`config.mk`:
```
export PLATFORM = sky130hd
export DESIGN_NAME = ifu_fetch_flat
export DESIGN_NICKNAME = d
export VERILOG_FILES = /design/src/rtl/ifu_fetch_pkg.sv /design/src/rtl/ifu_fetch_if.sv /design/src/rtl/ifu_fetch_fifo.sv /design/src/rtl/ifu_fetch.sv /design/src/flat_wrapper.sv
export SDC_FILE = /design/constraint.sdc
export NUM_CORES = 1
export LEC_CHECK = 0
export CAP_MARGIN = 40
export CORE_ASPECT_RATIO = 1.25
export CORE_MARGIN = 2
export CORE_UTILIZATION = 53
export CTS_CLUSTER_SIZE = 40
export DETAILED_ROUTE_END_ITERATION = 8
export GPL_ROUTABILITY_DRIVEN = 1
export PLACE_DENSITY = 0.8
export SLEW_MARGIN = 25
export SYNTH_ARGS = -nofsm -noshare
export SYNTH_HDL_FRONTEND = slang
export SYNTH_SLANG_ARGS = --single-unit
```
`constraint.sdc`:
```
create_clock -name clk_i -period 6.1 [get_ports clk_i]
set_input_delay 1.22 -clock clk_i [delete_from_list [all_inputs] [get_ports clk_i]]
set_output_delay 1.22 -clock clk_i [all_outputs]
set_load 0.01 [all_outputs]
```
`src/rtl/ifu_fetch_pkg.sv`:
```
// Shared types and constants for the instruction fetch unit.
// Bus widths, hold levels, fetch entry layout and FSM encoding.
package ifu_fetch_pkg;

  localparam int unsigned InstAddrW = 32;
  localparam int unsigned InstW     = 32;
  localparam int unsigned HoldFlagW = 3;

  localparam logic [HoldFlagW-1:0] HoldNone = 3'b000;
  localparam logic [HoldFlagW-1:0] HoldPc   = 3'b001;
  localparam logic [HoldFlagW-1:0] HoldIf   = 3'b010;
  localparam logic [HoldFlagW-1:0] HoldId   = 3'b011;

  localparam int unsigned          IfuMaxOutstanding = 2;
  localparam logic [InstAddrW-1:0] BootAddr          = 32'h0000_0000;

  typedef struct packed {
    logic [InstW-1:0]     inst;
    logic [InstAddrW-1:0] addr;
    logic                 next_type;
  } fetch_entry_t;

  typedef struct packed {
    logic [InstAddrW-1:0] addr;
    logic                 next_type;
  } fetch_tag_t;

  typedef enum logic [1:0] {
    StBoot,
    StRun,
    StHold
  } ifu_state_e;

  function automatic logic [InstAddrW-1:0] word_align(input logic [InstAddrW-1:0] a);
    return a & ~32'h3;
  endfunction

endpackage

```
`src/rtl/ifu_fetch_if.sv`:
```
// Instruction bus between the fetch unit (master) and instruction memory (slave).
// Pipelined req/gnt request phase with in-order rvalid responses.
interface ifu_fetch_if;
  import ifu_fetch_pkg::*;

  logic                 req;
  logic [InstAddrW-1:0] addr;
  logic                 gnt;
  logic                 rvalid;
  logic [InstW-1:0]     rdata;

  modport master (
    output req,
    output addr,
    input  gnt,
    input  rvalid,
    input  rdata
  );

  modport slave (
    input  req,
    input  addr,
    output gnt,
    output rvalid,
    output rdata
  );

endinterface

```
`src/rtl/ifu_fetch_fifo.sv`:
```
// Small synchronous FIFO holding returned fetch entries.
// Optional fall-through; flush_i empties it in one cycle and overrides push/pop.
module ifu_fetch_fifo #(
  parameter bit          FALL_THROUGH = 1'b0,
  parameter int unsigned DEPTH        = 2,
  parameter type         dtype        = logic
) (
  input  logic                         clk_i,
  input  logic                         rst_ni,
  input  logic                         flush_i,
  input  logic                         push_i,
  input  dtype                         data_i,
  input  logic                         pop_i,
  output dtype                         data_o,
  output logic                         empty_o,
  output logic [$clog2(DEPTH+1)-1:0]   count_o
);

  localparam int unsigned     PtrW    = (DEPTH > 1) ? $clog2(DEPTH) : 1;
  localparam int unsigned     CntW    = $clog2(DEPTH + 1);
  localparam logic [CntW-1:0] Full    = CntW'(DEPTH);
  localparam logic [PtrW-1:0] LastPtr = PtrW'(DEPTH - 1);

  dtype            mem_q [DEPTH];
  logic [PtrW-1:0] rptr_q, rptr_d, wptr_q, wptr_d;
  logic [CntW-1:0] cnt_q, cnt_d;
  logic            wr_en, rd_en;

  function automatic logic [PtrW-1:0] next_ptr(input logic [PtrW-1:0] p);
    return (p == LastPtr) ? '0 : p + 1'b1;
  endfunction

  always_comb begin
    wr_en   = push_i && (cnt_q != Full);
    rd_en   = pop_i && (cnt_q != '0);
    data_o  = mem_q[rptr_q];
    empty_o = (cnt_q == '0);
    if (FALL_THROUGH && (cnt_q == '0) && push_i) begin
      data_o  = data_i;
      empty_o = 1'b0;
      // Bypassed entry consumed directly; never stored.
      if (pop_i) wr_en = 1'b0;
    end
    if (flush_i) begin
      wr_en = 1'b0;
      rd_en = 1'b0;
    end
    wptr_d = wr_en ? next_ptr(wptr_q) : wptr_q;
    rptr_d = rd_en ? next_ptr(rptr_q) : rptr_q;
    cnt_d  = cnt_q + CntW'(wr_en) - CntW'(rd_en);
    if (flush_i) begin
      wptr_d = '0;
      rptr_d = '0;
      cnt_d  = '0;
    end
  end

  assign count_o = cnt_q;

  always_ff @(posedge clk_i or negedge rst_ni) begin
    if (!rst_ni) begin
      rptr_q <= '0;
      wptr_q <= '0;
      cnt_q  <= '0;
    end else begin
      rptr_q <= rptr_d;
      wptr_q <= wptr_d;
      cnt_q  <= cnt_d;
    end
  end

  always_ff @(posedge clk_i) begin
    if (wr_en) mem_q[wptr_q] <= data_i;
  end

endmodule

```
`src/rtl/ifu_fetch.sv`:
```
// Instruction fetch unit: owns the PC, issues pipelined bus requests and queues
// responses for IF/ID; on a redirect it flushes the queue and drops stale responses.
module ifu_fetch
  import ifu_fetch_pkg::*;
#(
  parameter logic [InstAddrW-1:0] BOOT_ADDR       = BootAddr,
  parameter int unsigned          MAX_OUTSTANDING = IfuMaxOutstanding
) (
  input  logic                 clk_i,
  input  logic                 rst_i,
  input  logic                 jump_flag_i,
  input  logic [InstAddrW-1:0] jump_addr_i,
  input  logic [HoldFlagW-1:0] hold_flag_i,
  ifu_fetch_if.master          bus_if,
  input  logic                 instr_req_i,
  output logic                 instr_ready_o,
  output logic [InstW-1:0]     inst_o,
  output logic [InstAddrW-1:0] inst_addr_o,
  output logic                 inst_addr_next_type_o
);

  localparam int unsigned       CntW     = $clog2(MAX_OUTSTANDING + 1);
  localparam int unsigned       PtrW     = (MAX_OUTSTANDING > 1) ? $clog2(MAX_OUTSTANDING) : 1;
  localparam logic [PtrW-1:0]   LastPtr  = PtrW'(MAX_OUTSTANDING - 1);
  localparam logic [CntW+1:0]   MaxInUse = (CntW + 2)'(MAX_OUTSTANDING);

  ifu_state_e           state_q, state_d;
  logic [InstAddrW-1:0] pc_q, pc_d;
  logic                 first_q, first_d;
  logic [CntW-1:0]      outst_q, outst_d;
  logic [CntW-1:0]      discard_q, discard_d;
  logic [PtrW-1:0]      tag_wptr_q, tag_wptr_d;
  logic [PtrW-1:0]      tag_rptr_q, tag_rptr_d;
  fetch_tag_t           tag_q [MAX_OUTSTANDING];

  logic                 jump, hold, grant, resp_keep, resp_pop;
  logic [CntW+1:0]      in_use;
  logic                 q_empty;
  logic [CntW-1:0]      q_cnt;
  fetch_entry_t         q_in, q_out;

  function automatic logic [PtrW-1:0] tag_next(input logic [PtrW-1:0] p);
    return (p == LastPtr) ? '0 : p + 1'b1;
  endfunction

  assign jump     = jump_flag_i && (state_q != StBoot);
  assign hold     = (hold_flag_i >= HoldPc);
  // Discards are counted on top of outstanding so a response always has a queue slot.
  assign in_use   = {2'b00, outst_q} + {2'b00, discard_q} + {2'b00, q_cnt};

  assign bus_if.req  = (state_q == StRun) && !jump_flag_i && (in_use < MaxInUse);
  assign bus_if.addr = pc_q;

  assign grant     = bus_if.req && bus_if.gnt;
  assign resp_keep = bus_if.rvalid && !jump && (discard_q == '0);
  assign resp_pop  = instr_ready_o && instr_req_i;

  always_comb begin
    state_d = state_q;
    unique case (state_q)
      StBoot: state_d = StRun;
      // An ungranted request is kept on the bus until accepted before holding.
      StRun:  if (hold && !(bus_if.req && !bus_if.gnt)) state_d = StHold;
      StHold: if (!hold) state_d = StRun;
      default: state_d = StBoot;
    endcase

    pc_d    = pc_q;
    first_d = first_q;
    if (jump) begin
      pc_d    = word_align(jump_addr_i);
      first_d = 1'b1;
    end else if (grant) begin
      pc_d    = pc_q + 32'd4;
      first_d = 1'b0;
    end

    outst_d = outst_q + CntW'(grant) - CntW'(bus_if.rvalid);

    if (jump) begin
      discard_d = outst_q - CntW'(bus_if.rvalid);
    end else if (bus_if.rvalid && (discard_q != '0)) begin
      discard_d = discard_q - 1'b1;
    end else begin
      discard_d = discard_q;
    end

    // Tags of stale requests are flushed at once; their responses never pop a tag.
    tag_wptr_d = grant ? tag_next(tag_wptr_q) : tag_wptr_q;
    if (jump) begin
      tag_rptr_d = tag_wptr_q;
    end else if (resp_keep) begin
      tag_rptr_d = tag_next(tag_rptr_q);
    end else begin
      tag_rptr_d = tag_rptr_q;
    end
  end

  always_ff @(posedge clk_i or posedge rst_i) begin
    if (rst_i) begin
      state_q    <= StBoot;
      pc_q       <= BOOT_ADDR;
      first_q    <= 1'b1;
      outst_q    <= '0;
      discard_q  <= '0;
      tag_wptr_q <= '0;
      tag_rptr_q <= '0;
    end else begin
      state_q    <= state_d;
      pc_q       <= pc_d;
      first_q    <= first_d;
      outst_q    <= outst_d;
      discard_q  <= discard_d;
      tag_wptr_q <= tag_wptr_d;
      tag_rptr_q <= tag_rptr_d;
    end
  end

  always_ff @(posedge clk_i) begin
    if (grant) begin
      tag_q[tag_wptr_q] <= '{addr: pc_q, next_type: first_q};
    end
  end

  assign q_in = '{
    inst:      bus_if.rdata,
    addr:      tag_q[tag_rptr_q].addr,
    next_type: tag_q[tag_rptr_q].next_type
  };

  ifu_fetch_fifo #(
    .FALL_THROUGH (1'b0),
    .DEPTH        (MAX_OUTSTANDING),
    .dtype        (fetch_entry_t)
  ) u_resp_q (
    .clk_i   (clk_i),
    .rst_ni  (~rst_i),
    .flush_i (jump),
    .push_i  (resp_keep),
    .data_i  (q_in),
    .pop_i   (resp_pop),
    .data_o  (q_out),
    .empty_o (q_empty),
    .count_o (q_cnt)
  );

  assign instr_ready_o         = !q_empty;
  assign inst_o                = instr_ready_o ? q_out.inst : '0;
  assign inst_addr_o           = instr_ready_o ? q_out.addr : '0;
  assign inst_addr_next_type_o = instr_ready_o && q_out.next_type;

endmodule
```
`src/flat_wrapper.sv`:
```
// flat-port wrapper written by rule: the top's interface ports become plain ports
module ifu_fetch_flat import ifu_fetch_pkg::*;
#(
  parameter logic [InstAddrW-1:0] BOOT_ADDR       = BootAddr,
  parameter int unsigned          MAX_OUTSTANDING = IfuMaxOutstanding
)
  (clk_i, rst_i, jump_flag_i, jump_addr_i, hold_flag_i, instr_req_i, instr_ready_o, inst_o, inst_addr_o, inst_addr_next_type_o, bus_if_req, bus_if_addr, bus_if_gnt, bus_if_rvalid, bus_if_rdata);
  ifu_fetch_if bus_if_i ();
  input  logic clk_i;
  input  logic rst_i;
  input  logic jump_flag_i;
  input  logic [InstAddrW-1:0] jump_addr_i;
  input  logic [HoldFlagW-1:0] hold_flag_i;
  input  logic instr_req_i;
  output logic instr_ready_o;
  output logic [InstW-1:0] inst_o;
  output logic [InstAddrW-1:0] inst_addr_o;
  output logic inst_addr_next_type_o;
  output wire logic [$bits(bus_if_i.req)-1:0] bus_if_req;
  output wire logic [$bits(bus_if_i.addr)-1:0] bus_if_addr;
  input wire logic [$bits(bus_if_i.gnt)-1:0] bus_if_gnt;
  input wire logic [$bits(bus_if_i.rvalid)-1:0] bus_if_rvalid;
  input wire logic [$bits(bus_if_i.rdata)-1:0] bus_if_rdata;
  assign bus_if_req = bus_if_i.req;
  assign bus_if_addr = bus_if_i.addr;
  assign bus_if_i.gnt = bus_if_gnt;
  assign bus_if_i.rvalid = bus_if_rvalid;
  assign bus_if_i.rdata = bus_if_rdata;
  ifu_fetch #(.BOOT_ADDR(BOOT_ADDR), .MAX_OUTSTANDING(MAX_OUTSTANDING)) u_core (.clk_i(clk_i), .rst_i(rst_i), .jump_flag_i(jump_flag_i), .jump_addr_i(jump_addr_i), .hold_flag_i(hold_flag_i), .bus_if(bus_if_i), .instr_req_i(instr_req_i), .instr_ready_o(instr_ready_o), .inst_o(inst_o), .inst_addr_o(inst_addr_o), .inst_addr_next_type_o(inst_addr_next_type_o));
endmodule
```
==> flow_summary.toml, run 1 <==
[power_and_ir_drop]
netSwitchingFraction = 0.314
power_density_mw_per_mm2 = 453
seqPwrFrac = 0.430
clkPwrFrac = 0.241
p_leak_nw = 4.20
intPower_mw = 3.81
peakVddDrop_uv = 239
power.switching_mw = 1.75
comb_power_share = 0.329

[synth]
synth_cells = 664
synth_commonest_cells = "edfxtp_1 (188), nor2_1 (86), mux2i_1 (67), dfrtp_1 (42), nand2_1 (34)"
yosys_warnings = 0
synth_top_area_cell = "edfxtp_1"
synthArstFlopShare = 0.186
synth_most_common_cell = "edfxtp_1"
synth_edf_count = 188
yosys-top-cells-area = "edfxtp_1 (59%), dfrtp_1 (11%), mux2i_1 (7.0%)"
synth_cell_types = 51
syn_area_sq_mm = 0.00959
synth_ff_type = "edfxtp_1"
synth-seq-cells = 231
avgSynthCellArea_sq_um = 14.4
synth_top_area_share = 0.588
ys_seq_area_frac = 0.701

[clock_tree]
ctsHoldBuffers = 0
cts_resized = 0
ctsLongestPathBuffers = 3
htreeDepth = 1
numCtsBuffers = 21
path_clk_slew_ns = 0.06
cts_root_buf = "clkbuf_16"
clock-sinks = 231
clk_latency_ns = 0.49
cts_tree = "built"
post-cts-setup-buffers = 0

[status]
outcome = "completed"

[worst_setup_path]
cp.depth = 8
cp_data_arrival_time_ns = 3.35
crit_path_start_kind = "register"
required_ns = 4.88
path_buf_inv = 2
crit_end = "bus_if_req"
critPathCaptureType = "output pin"
crit_type = "register to output pin"
crit_start = "u_core.discard_q[0]"
r2r_end = "u_core.tag_q[1][26]"
cp_max_fo = 7
worst-r2r-setup-slack_ns = 2.40
r2r.worst_path.cells = 11
regToRegStartpoint = "u_core.discard_q[0]"
path_delay_family = "adder cells"
slowest_stage = "clkdlybuf4s50_1"
path_common_cell = "fa_1"
crit_chain = "ha_1 > fa_1 > inv_1 > fa_1 > and4bb_1 > nand2_1 > nor2_1 > clkdlybuf4s50_1"
cp_slowest_stage_delay_ns = 0.57

[placed_design]
placed_area_sq_mm = 0.0115
hpwl_um = 12700
port-buffer-count = 165
routabilityCongestion = 0.831

[timing]
max-slew-margin-rel = 0.423
max_freq_mhz = 219
grt_setup_unrepaired = "no"
min_period_ns = 4.57
finalHoldViolations = 0
period_share = 0.749
setup_viol = 0
slew_viol_final = 0
max_slew.worst_pin.slew_ns = 0.858
skew_ns = 0.0169
finalSetupTns_ns = 0
holdWs_ns = 0.524

[routing]
drtIter0Drc = 405
vias_per_cell = 5.50
ant_nets = 0
vias = 5903
dr.pass1.iters = 4
wl_per_cell_um = 17.9
drc = 0
wl_um = 19200

[floorplan]
core.rowCount = 55
ioPinCount = 172
die_w_um = 124
start_util = 0.536
fp.coreArea_sq_mm = 0.0179
die_y_um = 154
dieArea_sq_mm = 0.0192

[flow_run]
cap_violations = 0

[global_route]
gr-total-overflow = 0
track_usage = 0.196
grt_pass1_wl_um = 30400
antenna_found_initial = 0
grt_max_degree = 65
first_global_vias = 6004

[hold_path]
hp-class = "register to register"

[cells_and_area]
layout-drive-gt1-share = 0.0993
postLayoutCoreUtil = 0.685
nets = 914
area_growth_pct = 27.7
postLayoutCellArea_sq_mm = 0.0123
fillers = 1261
diodes = 0
final cells by class:
class | count | area (sq um) | share of cell area
multi-input combinational | 385 | 2690 | 0.220
sequential | 231 | 6730 | 0.549
inverter | 15 | 56.3 | 0.00460
clock inverter | 10 | 155 | 0.0127
clock buffer | 28 | 552 | 0.0450
tap | 228 | 285 | 0.0233
timing repair buffer | 177 | 1780 | 0.145
registers in the layout, summed over array words and instances, names as in the netlist, 2 cells and up:
signal / flops
u_core.outst_q: 2
u_core.u_resp_q.count_o: 2
u_core.tag_q: 62
u_core.u_resp_q.mem_q: 126
u_core.state_q: 2
u_core.bus_if.addr: 30
u_core.discard_q: 2
kinds of logic (layout without fill, tap and decap cells):
group | after synthesis | count (layout) | share of synthesized area
AND/OR/NAND/NOR | 196 | 196 | 0.100
other | 1 | 4 | 0.000391
XOR/XNOR | 25 | 25 | 0.0228
flip-flops | 231 | 231 | 0.701
buffers and inverters | 51 | 230 | 0.0220
adder cells (fa/ha/maj) | 10 | 10 | 0.0146
multiplexers | 98 | 98 | 0.106
AO/OA/AOI/OAI | 52 | 52 | 0.0331
worst min path at each step:
stage	startpoint	slack [ns]	depth (start not counted)	to
floorplan	u_core.tag_wptr_q	0.48	1	u_core.tag_wptr_q
global placement	u_core.first_q	0.51	1	u_core.first_q
detailed placement	u_core.first_q	0.51	1	u_core.first_q
CTS	u_core.first_q	0.52	1	u_core.first_q
global route	u_core.first_q	0.54	1	u_core.first_q
finish	u_core.first_q	0.52	1	u_core.first_q
layer usage:
metal  global-route usage  up-vias  wire (um)
met5                    0        -          0
met4               0.0824        0        564
met3               0.0270       45        876
met2                0.354      211      10200
met1                0.238     2863       7520
li1                     -     2784          -
placed cells by master, fill, tap and decap left out, drive strengths merged, types with 3 or more instances in the layout:
master,count
nor4,13
and2,11
a21oi,7
a31oi,9
nand2,34
and3,3
ha,8
and4,5
buf,12
or3,5
xor2,4
nor2,86
o21ai,20
edfxtp,188
clkinv,5
xnor2,21
clkbuf,28
nand3,15
inv,14
or4,6
bufinv,4
dfrtp,42
mux2,31
conb,4
clkdlybuf4s50,165
o31ai,4
nand4,8
mux2i,67
worst register-to-register path: cells and delay by family, from the launching register on:
kind                       cells  cell delay (ns)
DFF                            1             0.41
adders and majority gates      3             1.25
and+or+nand+nor                5             1.03
buffers and inverters          3             0.65
power groups by stage:
stage,clock network (mW),logic (mW),registers (mW)
6_report,1.34,1.83,2.39
5_1_grt,1.42,1.99,2.43
4_1_cts,1.36,1.85,2.38
3_5_place_dp,0,1.83,2.41
3_3_place_gp,0,1.72,2.43
2_1_floorplan,0,1.01,2.33
metrics by stage:
stage | total power [mW] | instances | worst slack, ns
finish | 5.55 | 1074 | 1.53
global route | 5.84 | 1074 | 1.38
CTS | 5.59 | 1073 | 1.49
detailed placement | 4.24 | 1035 | 1.97
global placement | 4.15 | 1034 | 1.96
floorplan | 3.34 | 667 | 1.18
Power figures use the tool's default switching activity.
==> run 2, diff against run 1 <==
- clock period: 6.1 -> 4.8 ns (I/O delays scaled with it)
==> flow_summary.toml, run 2 (synthesis results as in run 1) <==
[global_route]
track_usage = 0.201
grt_pass1_wl_um = 31200
grt_max_degree = 64
antenna_found_initial = 0
first_global_vias = 6180
gr-total-overflow = 0

[routing]
wl_um = 19500
drc = 0
dr.pass1.iters = 5
vias = 5957
drtIter0Drc = 405
ant_nets = 0
vias_per_cell = 5.53
wl_per_cell_um = 18.0

[timing]
holdWs_ns = 0.526
min_period_ns = 4.34
max_slew.worst_pin.slew_ns = 0.588
finalHoldViolations = 0
skew_ns = 0.0217
finalSetupTns_ns = 0
slew_viol_final = 0
period_share = 0.905
grt_setup_unrepaired = "no"
max_freq_mhz = 230
max-slew-margin-rel = 0.608
setup_viol = 0

[worst_setup_path]
critPathCaptureType = "output pin"
cp_data_arrival_time_ns = 3.38
cp_max_fo = 7
crit_path_start_kind = "register"
required_ns = 3.84
crit_type = "register to output pin"

[cells_and_area]
diodes = 0
regMostFlops = "u_core.u_resp_q.mem_q"
largest_register_ffs = 126
final_cell_mix = "edfxtp_1 (188), clkdlybuf4s50_1 (165), nor2_1 (83), mux2i_1 (67), dfrtp_1 (41)"
layout-drive-gt1-share = 0.106
final_common_cell = "edfxtp_1"
area_growth_pct = 27.5
nets = 917

[floorplan]
start_util = 0.536
fp.coreArea_sq_mm = 0.0179
dieArea_sq_mm = 0.0192
die_w_um = 124
core.rowCount = 55
ioPinCount = 172
die_y_um = 154

[clock_tree]
cts_root_buf = "clkbuf_16"
path_clk_slew_ns = 0.07
cts_tree = "built"
post-cts-setup-buffers = 0
cts_resized = 0
numCtsBuffers = 22
ctsLongestPathBuffers = 3
clk_latency_ns = 0.50
clock-sinks = 231
htreeDepth = 1
ctsHoldBuffers = 0

[placed_design]
hpwl_um = 12900
port-buffer-count = 165
routabilityCongestion = 0.826

[hold_path]
hp-class = "register to register"

[power_and_ir_drop]
peakVddDrop_uv = 358
p_leak_nw = 4.20
power_density_mw_per_mm2 = 571

[status]
outcome = "completed"

[flow_run]
cap_violations = 0
-- run 2: cell count changes in the layout (fill, tap and decap cells not counted), moves of 2 or more --
cell       change
bufinv_16      -4
clkinv_2       +3
buf_12         +2
buf_16         -2
clkbuf_1       -2
clkbuf_16      +2
clkbuf_8       +2
-- run 2: report_power, final --
group | internal [mW] | switching [mW] | total [mW]
clock | 0.918 | 0.703 | 1.62
combinational | 1.17 | 1.15 | 2.32
sequential | 2.64 | 0.406 | 3.04
-- run 2: path summary, 6_finish.rpt --
path                       cells past startpoint                     end                 from  slack [ns]
hold / removal                                 1          u_core.first_q       u_core.first_q        0.53
min in group asynchronous                      3  u_core.bus_if.addr[27]                rst_i        0.91
setup reg to reg                               9  u_core.bus_if.addr[25]  u_core.discard_q[0]        1.21
max in group asynchronous                      3  u_core.u_resp_q.rptr_q                rst_i        3.44
setup / recovery                               8              bus_if_req  u_core.discard_q[0]        0.46
hold reg to reg                                1          u_core.first_q       u_core.first_q        0.53
-- run 2: layout make-up --
class,count,area [sq um]
flip-flops and latches,231,6730
clock buffers,30,622
repair buffers,179,1780
well taps,228,285
multi-input cells,385,2690
clock inverters,10,68.8
inverters,15,56.3
fillers,1261,5660
-- run 2: critical path: stages, from the launching register on --
cell and delay, ns:
dfrtp_1 0.41, ha_1 0.22, fa_1 0.51, inv_1 0.06, fa_1 0.50, and4bb_1 0.21
nand2_1 0.15, nor2_1 0.23, clkdlybuf4s50_1 0.58
-- run 2: layer usage --
metal	share of wire	wire, um	global-route usage
met2	0.53	10400	0.372
met1	0.39	7640	0.243
met5	0	0	0
met3	0.055	1060	0.0315
met4	0.019	375	0.0615
-- run 2: through the flow --
stage                     utilization  instance area, sq um  setup WS [ns]  cells  power [mW]
after global routing            0.684                 12200          0.302   1078        7.35
final                           0.684                 12200          0.456   1078        6.98
after detailed placement        0.644                 11500           1.04   1036        5.39
after floorplan                     -                  9610          0.144    667        4.25
after CTS                       0.682                 12200          0.489   1076        7.01
after global placement          0.643                 11500           1.04   1035        5.28
==> run 3, diff against run 2 <==
- CORE_UTILIZATION: 53 -> 48
- MAX_ROUTING_LAYER: not set -> met4
- PLACE_DENSITY: 0.8 -> 0.77
- clock period: 4.8 -> 3.95 ns (I/O delays scaled with it)
==> flow_summary.toml, run 3 (synthesis results as in run 1) <==
[routing]
vias_per_cell = 5.17
drtIter0Drc = 333
drc = 0
wl_per_cell_um = 17.0
dr.pass1.iters = 4
ant_nets = 0
vias = 5785
wl_um = 19000

[timing]
skew_ns = 0.0217
setup_viol = 0
max_slew.worst_pin.slew_ns = 0.719
finalHoldViolations = 0
finalSetupTns_ns = 0
slew_viol_final = 0
grt_setup_unrepaired = "no"
max_freq_mhz = 264
min_period_ns = 3.78
max-slew-margin-rel = 0.521
period_share = 0.958

[clock_tree]
ctsLongestPathBuffers = 3
cts_tree = "built"
cts_root_buf = "clkbuf_16"
clock-sinks = 231
path_clk_slew_ns = 0.06
ctsHoldBuffers = 0
clk_latency_ns = 0.51
htreeDepth = 1
numCtsBuffers = 23

[floorplan]
ioPinCount = 172
die_w_um = 130
fp.coreArea_sq_mm = 0.0195
core.rowCount = 57
die_y_um = 162
dieArea_sq_mm = 0.0211
start_util = 0.491

[global_route]
track_usage = 0.185
grt_pass1_wl_um = 29700
gr-total-overflow = 0
grt_max_degree = 64
antenna_found_initial = 0
first_global_vias = 5845

[cells_and_area]
diodes = 0
fin_cells = 1119
layout-drive-gt1-share = 0.109
final_cell_mix = "edfxtp_1 (188), clkdlybuf4s50_1 (164), nor2_1 (82), mux2i_1 (67), dfrtp_1 (41)"
regMostFlops = "u_core.u_resp_q.mem_q"
largest_register_ffs = 126
nets = 920
area_growth_pct = 28.5
final_common_cell = "edfxtp_1"

[worst_setup_path]
cp_data_arrival_time_ns = 2.99
cp_max_fo = 7
r2r.worst_path.cells = 12
required_ns = 3.16
worst-r2r-setup-slack_ns = 0.41
crit_path_start_kind = "register"
regToRegStartpoint = "u_core.discard_q[0]"
r2r_end = "u_core.tag_q[1][26]"
critPathCaptureType = "output pin"
crit_type = "register to output pin"

[placed_design]
hpwl_um = 12500
dp.cells = 1075
port-buffer-count = 165
routabilityCongestion = 0.809

[power_and_ir_drop]
peakVddDrop_uv = 391
p_leak_nw = 4.22
power_density_mw_per_mm2 = 689

[hold_path]
hp-class = "primary input to async pin"

[flow_run]
cap_violations = 0

[status]
outcome = "completed"
-- run 3: critical path, cell delays in order, from the launching register on --
cell and delay [ns]:
dfrtp_1 0.40, ha_1 0.22, fa_1 0.51, inv_1 0.06, fa_1 0.50, and4bb_1 0.24, nand2_2 0.12, nor2_2 0.17
clkdlybuf4s15_1 0.26
-- run 3: metrics by stage --
step | total power [mW] | cell area [sq um] | utilization | hold slack, ns | worst slack (ns)
3_5_place_dp | 6.56 | 11600 | 0.594 | 0.512 | 0.345
3_3_place_gp | 6.48 | 11600 | 0.594 | 0.515 | 0.367
5_1_grt | 8.96 | 12300 | 0.631 | 0.459 | 0.00667
4_1_cts | 8.57 | 12300 | 0.630 | 0.521 | 0.144
6_report | 8.49 | 12300 | 0.631 | 0.458 | 0.167
2_1_floorplan | 5.16 | 9610 | - | 0.493 | 0.330
-- run 3: what timing repair did --
item                                    in CTS  in global routing
endpoints found under the setup margin       1                  1
pin swaps                                    1                  0
gates resized for setup                      3                  1
buffers inserted                             1                  0
-- run 3: worst max-delay path by stage --
| stage | start | end | slack [ns] | cells after the start |
|---|---|---|---|---|
| finish | u_core.discard_q[0] | bus_if_req | 0.17 | 8 |
| global route | u_core.discard_q[0] | bus_if_req | 0.007 | 8 |
| CTS | u_core.discard_q[0] | bus_if_req | 0.14 | 8 |
| detailed placement | u_core.discard_q[0] | bus_if_req | 0.35 | 8 |
| global placement | u_core.discard_q[0] | bus_if_req | 0.37 | 8 |
| floorplan | u_core.discard_q[0] | u_core.tag_q[1][0] | 0.33 | 10 |
-- run 3: metal layers --
layer	track usage	wire length, um	vias up
met2	0.324	9890	167
met1	0.222	7820	2801
li1	-	-	2800
met3	0.0310	1020	17
met4	0.0488	310	0
met5	-	0	-
-- run 3: cell type report --
cell class	instances	area [sq um]
Timing Repair Buffer	181	1820
Clock inverter	10	56.3
Multi-Input combinational cell	385	2700
Fill cell	1495	7220
Inverter	15	56.3
Sequential cell	231	6730
Clock buffer	32	639
Tap cell	265	332
-- run 3: where the power goes --
| group | switching (mW) | internal [mW] | leakage, nW | total (mW) |
|---|---|---|---|---|
| Clock | 0.852 | 1.13 | 0.342 | 1.99 |
| Combinational | 1.40 | 1.43 | 1.69 | 2.83 |
| Sequential | 0.461 | 3.21 | 2.20 | 3.67 |
